[config.mk]
export PLATFORM = sky130hd
export DESIGN_NAME = stpw_cmd_ctrl
export DESIGN_NICKNAME = d
export VERILOG_FILES = /design/src/rtl/stpw_pkg.sv /design/src/rtl/stpw_cmd_decode.sv /design/src/rtl/stpw_cmd_ctrl.sv
export SDC_FILE = /design/constraint.sdc
export NUM_CORES = 1
export LEC_CHECK = 0
export ABC_AREA = 1
export CAP_MARGIN = 20
export CELL_PAD_IN_SITES_DETAIL_PLACEMENT = 1
export CELL_PAD_IN_SITES_GLOBAL_PLACEMENT = 2
export CORE_MARGIN = 3
export CORE_UTILIZATION = 25
export DETAILED_ROUTE_END_ITERATION = 8
export PLACE_DENSITY_LB_ADDON = 0.15
export REMOVE_ABC_BUFFERS = 1
export SLEW_MARGIN = 20
export SYNTH_ARGS = -nofsm -noshare
export SYNTH_HDL_FRONTEND = slang
export SYNTH_SLANG_ARGS = --single-unit
export TNS_END_PERCENT = 10
[constraint.sdc]
create_clock -name clk -period 2.1 [get_ports clk]
set_input_delay 0.525 -clock clk [delete_from_list [all_inputs] [get_ports clk]]
set_output_delay 0.525 -clock clk [all_outputs]
set_load 0.03 [all_outputs]
[src/rtl/stpw_pkg.sv]
// Shared definitions for the stopwatch command controller.
// Contents: FSM state encoding, command codes, echo ASCII bytes and the UART byte decoder.
package stpw_pkg;

    typedef enum logic [1:0] {
        ST_STOP  = 2'd0,
        ST_RUN   = 2'd1,
        ST_CLEAR = 2'd2
    } state_t;

    typedef enum logic [2:0] {
        CMD_NONE    = 3'd0,
        CMD_TOGGLE  = 3'd1,
        CMD_CLEAR   = 3'd2,
        CMD_LAP     = 3'd3,
        CMD_INVALID = 3'd4
    } cmd_t;

    localparam logic [7:0] ASC_R_UP = 8'h52;
    localparam logic [7:0] ASC_R_LO = 8'h72;
    localparam logic [7:0] ASC_S_UP = 8'h53;
    localparam logic [7:0] ASC_C_UP = 8'h43;
    localparam logic [7:0] ASC_C_LO = 8'h63;
    localparam logic [7:0] ASC_L_UP = 8'h4C;
    localparam logic [7:0] ASC_L_LO = 8'h6C;
    localparam logic [7:0] ASC_QM   = 8'h3F;

    // Map one received byte to a command; anything unrecognised is INVALID.
    function automatic cmd_t decode_byte(input logic [7:0] b);
        cmd_t c;
        case (b)
            ASC_R_UP, ASC_R_LO: c = CMD_TOGGLE;
            ASC_C_UP, ASC_C_LO: c = CMD_CLEAR;
            ASC_L_UP, ASC_L_LO: c = CMD_LAP;
            default:            c = CMD_INVALID;
        endcase
        return c;
    endfunction

endpackage

[src/rtl/stpw_cmd_decode.sv]
// Merges button pulses and UART bytes into one command per cycle.
// Buttons outrank the UART, and btn_run outranks btn_clr.
module stpw_cmd_decode
    import stpw_pkg::*;
(
    input  logic       btn_run,
    input  logic       btn_clr,
    input  logic [7:0] rx_data,
    input  logic       rx_done,
    output cmd_t       cmd,
    output logic       from_uart
);

    // Source priority select
    always_comb begin
        cmd       = CMD_NONE;
        from_uart = 1'b0;
        if (btn_run) begin
            cmd = CMD_TOGGLE;
        end else if (btn_clr) begin
            cmd = CMD_CLEAR;
        end else if (rx_done) begin
            cmd       = decode_byte(rx_data);
            from_uart = 1'b1;
        end else begin
            cmd = CMD_NONE;
        end
    end

endmodule

[src/rtl/stpw_cmd_ctrl.sv]
// Stopwatch command controller: run/stop/clear FSM, lap capture and a one-deep echo buffer.
// An echo is staged one cycle after the command and enters the buffer on the following edge.
module stpw_cmd_ctrl
    import stpw_pkg::*;
#(
    parameter bit ECHO_EN = 1'b1
) (
    input  logic        clk,
    input  logic        rst,
    input  logic        btn_run,
    input  logic        btn_clr,
    input  logic [7:0]  rx_data,
    input  logic        rx_done,
    input  logic [23:0] stpw_data,
    input  logic        tx_busy,
    output logic        run,
    output logic        clr,
    output logic [23:0] lap_data,
    output logic        lap_valid,
    output logic        tx_start,
    output logic [7:0]  tx_data,
    output logic        tx_ovf,
    output logic [1:0]  state
);

    cmd_t        cmd_s;
    logic        from_uart_s;
    state_t      nxt_s;
    logic        echo_req_s;
    logic [7:0]  echo_code_s;
    logic        lap_take_s;
    logic        fire_s;

    state_t      state_r;
    logic        run_r;
    logic        clr_r;
    logic [23:0] lap_data_r;
    logic        lap_valid_r;
    logic        echo_vld_r;
    logic [7:0]  echo_byte_r;
    logic        pend_r;
    logic [7:0]  tx_data_r;
    logic        ovf_r;

    stpw_cmd_decode u_decode (
        .btn_run   (btn_run),
        .btn_clr   (btn_clr),
        .rx_data   (rx_data),
        .rx_done   (rx_done),
        .cmd       (cmd_s),
        .from_uart (from_uart_s)
    );

    // Command acceptance: next state, lap capture and which echo to emit
    always_comb begin
        nxt_s       = state_r;
        echo_req_s  = 1'b0;
        echo_code_s = ASC_QM;
        lap_take_s  = 1'b0;
        case (state_r)
            ST_STOP: begin
                case (cmd_s)
                    CMD_TOGGLE: begin
                        nxt_s       = ST_RUN;
                        echo_req_s  = 1'b1;
                        echo_code_s = ASC_R_UP;
                    end
                    CMD_CLEAR: begin
                        nxt_s       = ST_CLEAR;
                        echo_req_s  = 1'b1;
                        echo_code_s = ASC_C_UP;
                    end
                    CMD_LAP, CMD_INVALID: echo_req_s = from_uart_s;
                    default: echo_req_s = 1'b0;
                endcase
            end
            ST_RUN: begin
                case (cmd_s)
                    CMD_TOGGLE: begin
                        nxt_s       = ST_STOP;
                        echo_req_s  = 1'b1;
                        echo_code_s = ASC_S_UP;
                    end
                    CMD_LAP: begin
                        lap_take_s  = 1'b1;
                        echo_req_s  = 1'b1;
                        echo_code_s = ASC_L_UP;
                    end
                    CMD_CLEAR, CMD_INVALID: echo_req_s = from_uart_s;
                    default: echo_req_s = 1'b0;
                endcase
            end
            ST_CLEAR: begin
                nxt_s      = ST_STOP;
                echo_req_s = from_uart_s && (cmd_s != CMD_NONE);
            end
            default: begin
                // unreachable encoding: recover to STOP, treat any command as ignored
                nxt_s      = ST_STOP;
                echo_req_s = from_uart_s && (cmd_s != CMD_NONE);
            end
        endcase
    end

    // FSM state, registered mode outputs, lap register and echo staging
    always_ff @(posedge clk) begin
        if (!rst) begin
            state_r     <= ST_STOP;
            run_r       <= 1'b0;
            clr_r       <= 1'b0;
            lap_data_r  <= 24'h000000;
            lap_valid_r <= 1'b0;
            echo_vld_r  <= 1'b0;
            echo_byte_r <= 8'h00;
        end else begin
            state_r     <= nxt_s;
            run_r       <= (nxt_s == ST_RUN);
            clr_r       <= (nxt_s == ST_CLEAR);
            lap_valid_r <= lap_take_s;
            if (lap_take_s) begin
                lap_data_r <= stpw_data;
            end
            echo_vld_r  <= ECHO_EN && echo_req_s;
            echo_byte_r <= echo_code_s;
        end
    end

    assign fire_s = pend_r && !tx_busy;

    // One-entry echo buffer; a send frees the slot on the same edge a new echo may take it
    always_ff @(posedge clk) begin
        if (!rst) begin
            pend_r    <= 1'b0;
            tx_data_r <= 8'h00;
            ovf_r     <= 1'b0;
        end else if (echo_vld_r && (!pend_r || fire_s)) begin
            pend_r    <= 1'b1;
            tx_data_r <= echo_byte_r;
        end else if (echo_vld_r) begin
            ovf_r <= 1'b1;
        end else if (fire_s) begin
            pend_r <= 1'b0;
        end
    end

    assign run       = run_r;
    assign clr       = clr_r;
    assign lap_data  = lap_data_r;
    assign lap_valid = lap_valid_r;
    assign tx_start  = fire_s;
    assign tx_data   = tx_data_r;
    assign tx_ovf    = ovf_r;
    assign state     = state_r;

endmodule

==> summary.md, run 1 <==
| Metric | Value |
|---|---|
| Pleak | 1.254 nW |
| R2R Path End | lap_data[1] |
| Ant diodes | 0 |
| Vias | 1,754 |
| R2R cell count | 7 |
| Status | complete, no violations |
| Die area | 8765 um2 |
| Final Critical Period | 1.917 ns |
| Post-CTS Resized | 0 |
| Port Buf Inserts | 74 |
| Hpwl dp | 3646 um |
| Mapped Cells | 233 |
| Initial DRC Count | 37 |
| Critical Path Stages | 1 |
| Slowest stage delay, CP | around 0.70 ns |
| Area growth from synthesis to layout | 51.76% |
| # clock sinks | 44 |
| HP Class | flip-flop to flip-flop |
| Number of CTS-inserted buffers | 5 |
| Fmax | about 520 MHz |
| Critical path peak fanout | 4 |
| Crit share post-route | 91.27% |
| Gpl congestion | 0.6582 |
| Sequential element share of the synthesized area | around 46% |
| Clock Path Buffers | 2 |
| Crit path cell chain | clkdlybuf4s50_1 |
| Critical Path Sink Type | primary output |
| Fin Hold WS | 0.4614 ns |
| Worst-Skew Late Latency | 0.29 ns |
| Arr. time, crit path | 1.39 ns |
| Endpoints failing hold | 0 |
| Slowest CP cell | clkdlybuf4s50_1 |
| Drc violations | 0 |
| Largest net degree at the start of global routing | 49 |
| Routed length per instance | 11.71 um |
| Peak supply drop | 0.2331 mV |
| Setup Skew | 0.009296 ns |
| Startpoint types | flip-flop |
| # nets final | approximately 350 |
| Die W | 93.62 um |
| Worst r2r src | state[0] |
| Die height | 93.62 um |
| Post-Route Setup TNS | 0 ns |
| Postcts setup bufs | 0 |
| First-pass GRT wire length | 7886 um |
| DRT Pass-1 Iters | 4 |
| Vias in the first global route | 1,716 |
| #FFs+latches synth | 44 |
| R2R setup slack | 0.84 ns |
| DR vias/cell | 4.237 |
| CP Launch Point | state[1] |
| Core ar. | ~7400 um2 |
| Share of cells above drive strength 1 | 17.46% |
| Setup Viol. Count Final | 0 |
| CTS tree | done |
| Clock root cell | clkbuf_8 |
| Fin. max-slew vios | 0 |
| Avg Cell Area, Syn | around 8.2 um2 |
| I/O Pins | 77 |
| Worst setup endpoint | state[1] |
| RSZ-0062 raised after global routing | no |
| Row count | 31 |
| Critical Path RT | roughly 1.6 ns |
| Yosys warning count | 0 |
| CTS HTree Levels | 2 |
| GRT Util Overall | around 11% |
| Cts hold-fix bufs | 0 |
| Worst path bufs/invs | 1 |
| Yosys cell types | 27 |
| CP top delay family | buffers and inverters |
| Initial Utilization | 26.04% |
| Clk slew on worst S/H paths | 0.08 ns |
| Cell Area, Synth | 1919 um2 |
| ANT nets after route | 0 |
| Worst setup path class | flip-flop to primary output |
| Routed WL | 4850 um |
| Gr ovfl total | 0 |
| # Max-Cap Violations | 0 |
| Power Density | 577.4 nW/um2 |
| Initial antenna violation count | 0 |
[Yosys cell counts]
cell	n	share of area, %
nor2_2	2	0.65
inv_1	13	2.5
nand3_4	2	1.8
nand3_2	20	10
dfxtp_1	44	46
a21oi_4	1	0.85
nand2_1	46	9.0
nor2_4	1	0.59
buf_6	3	1.8
o21a_1	1	0.39
inv_2	3	0.59
nor2_1	33	6.5
nand3_1	36	9.4
nand4_1	1	0.33
clkinv_1	1	0.20
and3_1	1	0.33
o21ai_0	6	1.6
nand2_2	2	0.65
nor2_8	1	1.0
conb_1	1	0.20
a21oi_1	4	1.0
buf_2	3	0.78
buf_8	2	1.6
nand2_4	1	0.59
buf_4	2	0.78
clkbuf_1	2	0.39
buf_1	1	0.20
[power breakdown]
group | internal (mW) | switching [mW]
sequential | 0.862 | 0.0121
combinational | 0.126 | 0.139
clock | 0.267 | 0.276
total | 1.26 | 0.427
[kinds of logic (layout without fill, tap and decap cells)]
logic type	count (synthesis)	in the layout	synth area share, %
other cells	1	1	0.1954
flops	44	44	45.89
buf+inv	30	112	8.800
simple gates	146	146	41.26
compound gates	12	12	3.847
[sequential cells by signal, summed over array words and instances (netlist names)]
name	flops
echo_vld_r	1
lap_data	24
tx_data	6
lap_valid	1
pend_r	1
tx_ovf	1
echo_byte_r	6
state	2
clr	1
run	1
[stage by stage]
step	power (mW)	worst slack [ns]	util (%)	cells	cell area (um2)
floorplan	1.000	0.3670	-	220	1814
global placement	1.160	-0.1160	38.25	406	2819
detailed placement	1.162	-0.1204	38.25	406	2819
CTS	1.723	0.1436	39.52	414	2913
global route	1.772	0.05222	39.52	414	2913
finish	1.682	0.1834	39.52	414	2913
[metal layers]
| layer | vias up | global-route usage [%] | routed length (um) |
|---|---|---|---|
| met1 | 805 | 14.01 | 2181 |
| met3 | 4 | 2.977 | 314 |
| li1 | 902 | - | - |
| met4 | 0 | 3.249 | 53 |
| met5 | - | 0 | 0 |
| met2 | 43 | 18.70 | 2301 |
[how the worst min path moves through the flow]
stage | startpoint | end | slack [ns] | cells after the start
final | echo_byte_r[5] | tx_data[5] | 0.46 | 2
after detailed placement | echo_byte_r[6] | tx_data[6] | 0.45 | 2
after global routing | echo_byte_r[5] | tx_data[5] | 0.49 | 2
after CTS | echo_byte_r[5] | tx_data[5] | 0.47 | 2
after global placement | echo_byte_r[6] | tx_data[6] | 0.44 | 2
after floorplan | echo_byte_r[0] | tx_data[0] | 0.43 | 2
[layout make-up]
class	instances	area (um2)
Inverter	17	63.81
Sequential cell	44	880.8
Fill cell	881	4457
Clock buffer	7	86.33
Timing Repair Buffer	87	880.8
Multi-Input combinational cell	159	869.6
Clock inverter	1	7.507
Tap cell	99	123.9
[placed cells by master (no fill, tap or decap)]
cell | synthesis | routed
a21oi_1 | 4 | 4
a21oi_4 | 1 | 1
and3_1 | 1 | 1
buf_12 | 0 | 4
buf_2 | 3 | 1
buf_4 | 2 | 10
clkbuf_1 | 2 | 1
clkbuf_8 | 0 | 6
clkdlybuf4s50_1 | 0 | 72
clkinv_1 | 1 | 1
clkinvlp_4 | 0 | 1
conb_1 | 1 | 1
dfxtp_1 | 44 | 44
inv_1 | 13 | 13
inv_2 | 3 | 3
nand2_1 | 46 | 46
nand2_2 | 2 | 2
nand2_4 | 1 | 1
nand3_1 | 36 | 36
nand3_2 | 20 | 20
nand3_4 | 2 | 2
nand4_1 | 1 | 1
nor2_1 | 33 | 33
nor2_2 | 2 | 2
nor2_4 | 1 | 1
nor2_8 | 1 | 1
o21a_1 | 1 | 1
o21ai_0 | 6 | 6
No activity file was read; power rests on OpenSTA's default activity.
==> inputs of run 2 (changes only) <==
--- a/config.mk
+++ b/config.mk
@@ -10,7 +10,7 @@
 export CELL_PAD_IN_SITES_DETAIL_PLACEMENT = 1
 export CELL_PAD_IN_SITES_GLOBAL_PLACEMENT = 2
 export CORE_MARGIN = 3
-export CORE_UTILIZATION = 25
+export CORE_UTILIZATION = 23
 export DETAILED_ROUTE_END_ITERATION = 8
 export PLACE_DENSITY_LB_ADDON = 0.15
 export REMOVE_ABC_BUFFERS = 1
==> constraint.sdc (replaced) <==
create_clock -name clk -period 1.9 [get_ports clk]
set_input_delay 0.475 -clock clk [delete_from_list [all_inputs] [get_ports clk]]
set_output_delay 0.475 -clock clk [all_outputs]
set_load 0.03 [all_outputs]
==> summary.md, run 2 (synthesized netlist as in run 1, its figures left out) <==
| Metric | Value |
|---|---|
| I/O Pins | 77 |
| Arr. time, crit path | 1.36 ns |
| First-pass GRT wire length | 8707 um |
| Fin. max-slew vios | 0 |
| Clock Path Buffers | 2 |
| R2R cell count | 7 |
| Share of cells above drive strength 1 | 21.18% |
| Number of CTS-inserted buffers | 5 |
| Crit share post-route | a little over nine tenths |
| Critical Path RT | between 1 and 1.5 ns |
| Pleak | 1.362 nW |
| Post-layout util | 38.43% |
| Clock root cell | clkbuf_8 |
| Initial Utilization | 24.21% |
| DRT Pass-1 Iters | 4 |
| DR vias/cell | 4.243 |
| Critical Path Sink Type | primary output |
| Vias | 1,795 |
| Hold depth | 2 |
| RSZ-0062 raised after global routing | yes |
| # clock sinks | 44 |
| Fin cells | approximately 420 |
| Finished Cell Area | 3047 um2 |
| CP top delay family | buffers and inverters |
| Row count | 32 |
| Initial antenna violation count | 0 |
| Die W | between 90 and 100 um |
| Die area | 9477 um2 |
| Critical path peak fanout | 3 |
| CTS HTree Levels | 2 |
| Gr ovfl total | 0 |
| ANT nets after route | 0 |
| WHS Endpoint | tx_data[1] |
| GRT Util Overall | between 10% and 20% |
| Setup Skew | 0.005080 ns |
| Peak supply drop | roughly 0.28 mV |
| Power Density | 673.7 nW/um2 |
| Clk slew on worst S/H paths | 0.08 ns |
| Max reg flops | 24 |
| Hpwl dp | 3896 um |
| Die height | around 100 um |
| Slowest stage delay, CP | 0.70 ns |
| Core ar. | roughly 7900 um2 |
| Placed Area | 2853 um2 |
| Ant diodes | 0 |
| Area growth from synthesis to layout | 58.74% |
| Crit path cell chain | clkdlybuf4s50_1 |
| R2R Path End | lap_data[0] |
| Commonest non-fill, non-tap cell in the layout | clkdlybuf4s50_1 |
| Largest net degree at the start of global routing | 49 |
| Worst Hold Launch | echo_byte_r[1] |
| Final Critical Period | about 1.8 ns |
| Drc violations | 0 |
| Worst setup path class | flip-flop to primary output |
| Worst-Skew Late Latency | roughly 0.29 ns |
| Setup Viol. Count Final | 0 |
| Most frequent cells in the layout | clkdlybuf4s50_1, nand2_1, dfxtp_1 |
| R2R setup slack | 0.65 ns |
| Worst r2r src | state[0] |
| Routed length per instance | between 10 and 15 um |
| Initial DRC Count | 38 |
| HP Class | flip-flop to flip-flop |
| Gpl congestion | roughly 0.75 |
| Fmax | approximately 550 MHz |
| CTS tree | done |
| Port Buf Inserts | 74 |
| Worst path bufs/invs | 1 |
| Startpoint types | flip-flop |
| # Max-Cap Violations | 0 |
| # nets final | 358 |
| Slowest CP cell | clkdlybuf4s50_1 |
| Cts hold-fix bufs | 0 |
| Placed cells | 413 |
| Status | complete, no violations |
| Endpoints failing hold | 0 |
| Routed WL | around 5200 um |
| Vias in the first global route | between 1,500 and 2,000 |
## run 2: worst min-delay path: stages, from the launching register on
cell     delay [ns]
dfxtp_1        0.32
nor2_1         0.04
nor2_1         0.08
## run 2: layer usage
metal | up-vias | part of all wire (%) | track usage [%]
li1 | 921 | - | -
met1 | 827 | 46 | 13.99
met2 | 43 | 47 | 18.15
met3 | 4 | 5.3 | 3.087
met4 | 0 | 1.1 | 3.514
met5 | - | 0 | 0
## run 2: layout make-up
class                   count  area (um2)
flip-flops and latches     44       880.8
inverters                  17       66.31
clock buffers               7       96.34
multi-input cells         159       887.1
repair buffers             93       958.4
fillers                   946        4881
clock inverters             1       30.03
well taps                 102       127.6
## run 2: repair_timing
action / CTS / global route
pin swaps: 0 / 4
buffers inserted: 0 / 1
setup endpoints to repair: 1 / 28
gates resized for setup: 1 / 13
cloned: 0 / 1
## run 2: how the worst max path moves through the flow
stage | from | end | slack, ns | cells after the start
floorplan | rx_data[6] | echo_byte_r[0] | 0.22 | 8
global placement | rx_data[1] | lap_data[7] | -0.25 | 10
detailed placement | rx_data[0] | lap_data[8] | -0.27 | 11
CTS | state[0] | state[0] | 0.04 | 1
global route | rx_data[6] | lap_data[3] | -0.02 | 11
finish | state[0] | state[0] | 0.07 | 1
## run 2: per-stage QoR
| stage | setup TNS, ns | total power, mW | setup slack [ns] | hold slack [ns] |
|---|---|---|---|---|
| 3_3_place_gp | -7.175 | 1.290 | -0.2510 | 0.4398 |
| 4_1_cts | 0 | 2.095 | 0.04139 | 0.4700 |
| 3_5_place_dp | -7.447 | 1.292 | -0.2659 | 0.4520 |
| 2_1_floorplan | 0 | 1.106 | 0.2170 | 0.4306 |
| 5_1_grt | -0.1360 | 2.158 | -0.02225 | 0.4892 |
| 6_report | 0 | 2.052 | 0.06871 | 0.4630 |
## run 2: where the power goes
group / total, mW / switching, mW / internal, mW
Clock: 0.784 / 0.320 / 0.464
Combinational: 0.303 / 0.159 / 0.145
Sequential: 0.965 / 0.0125 / 0.952
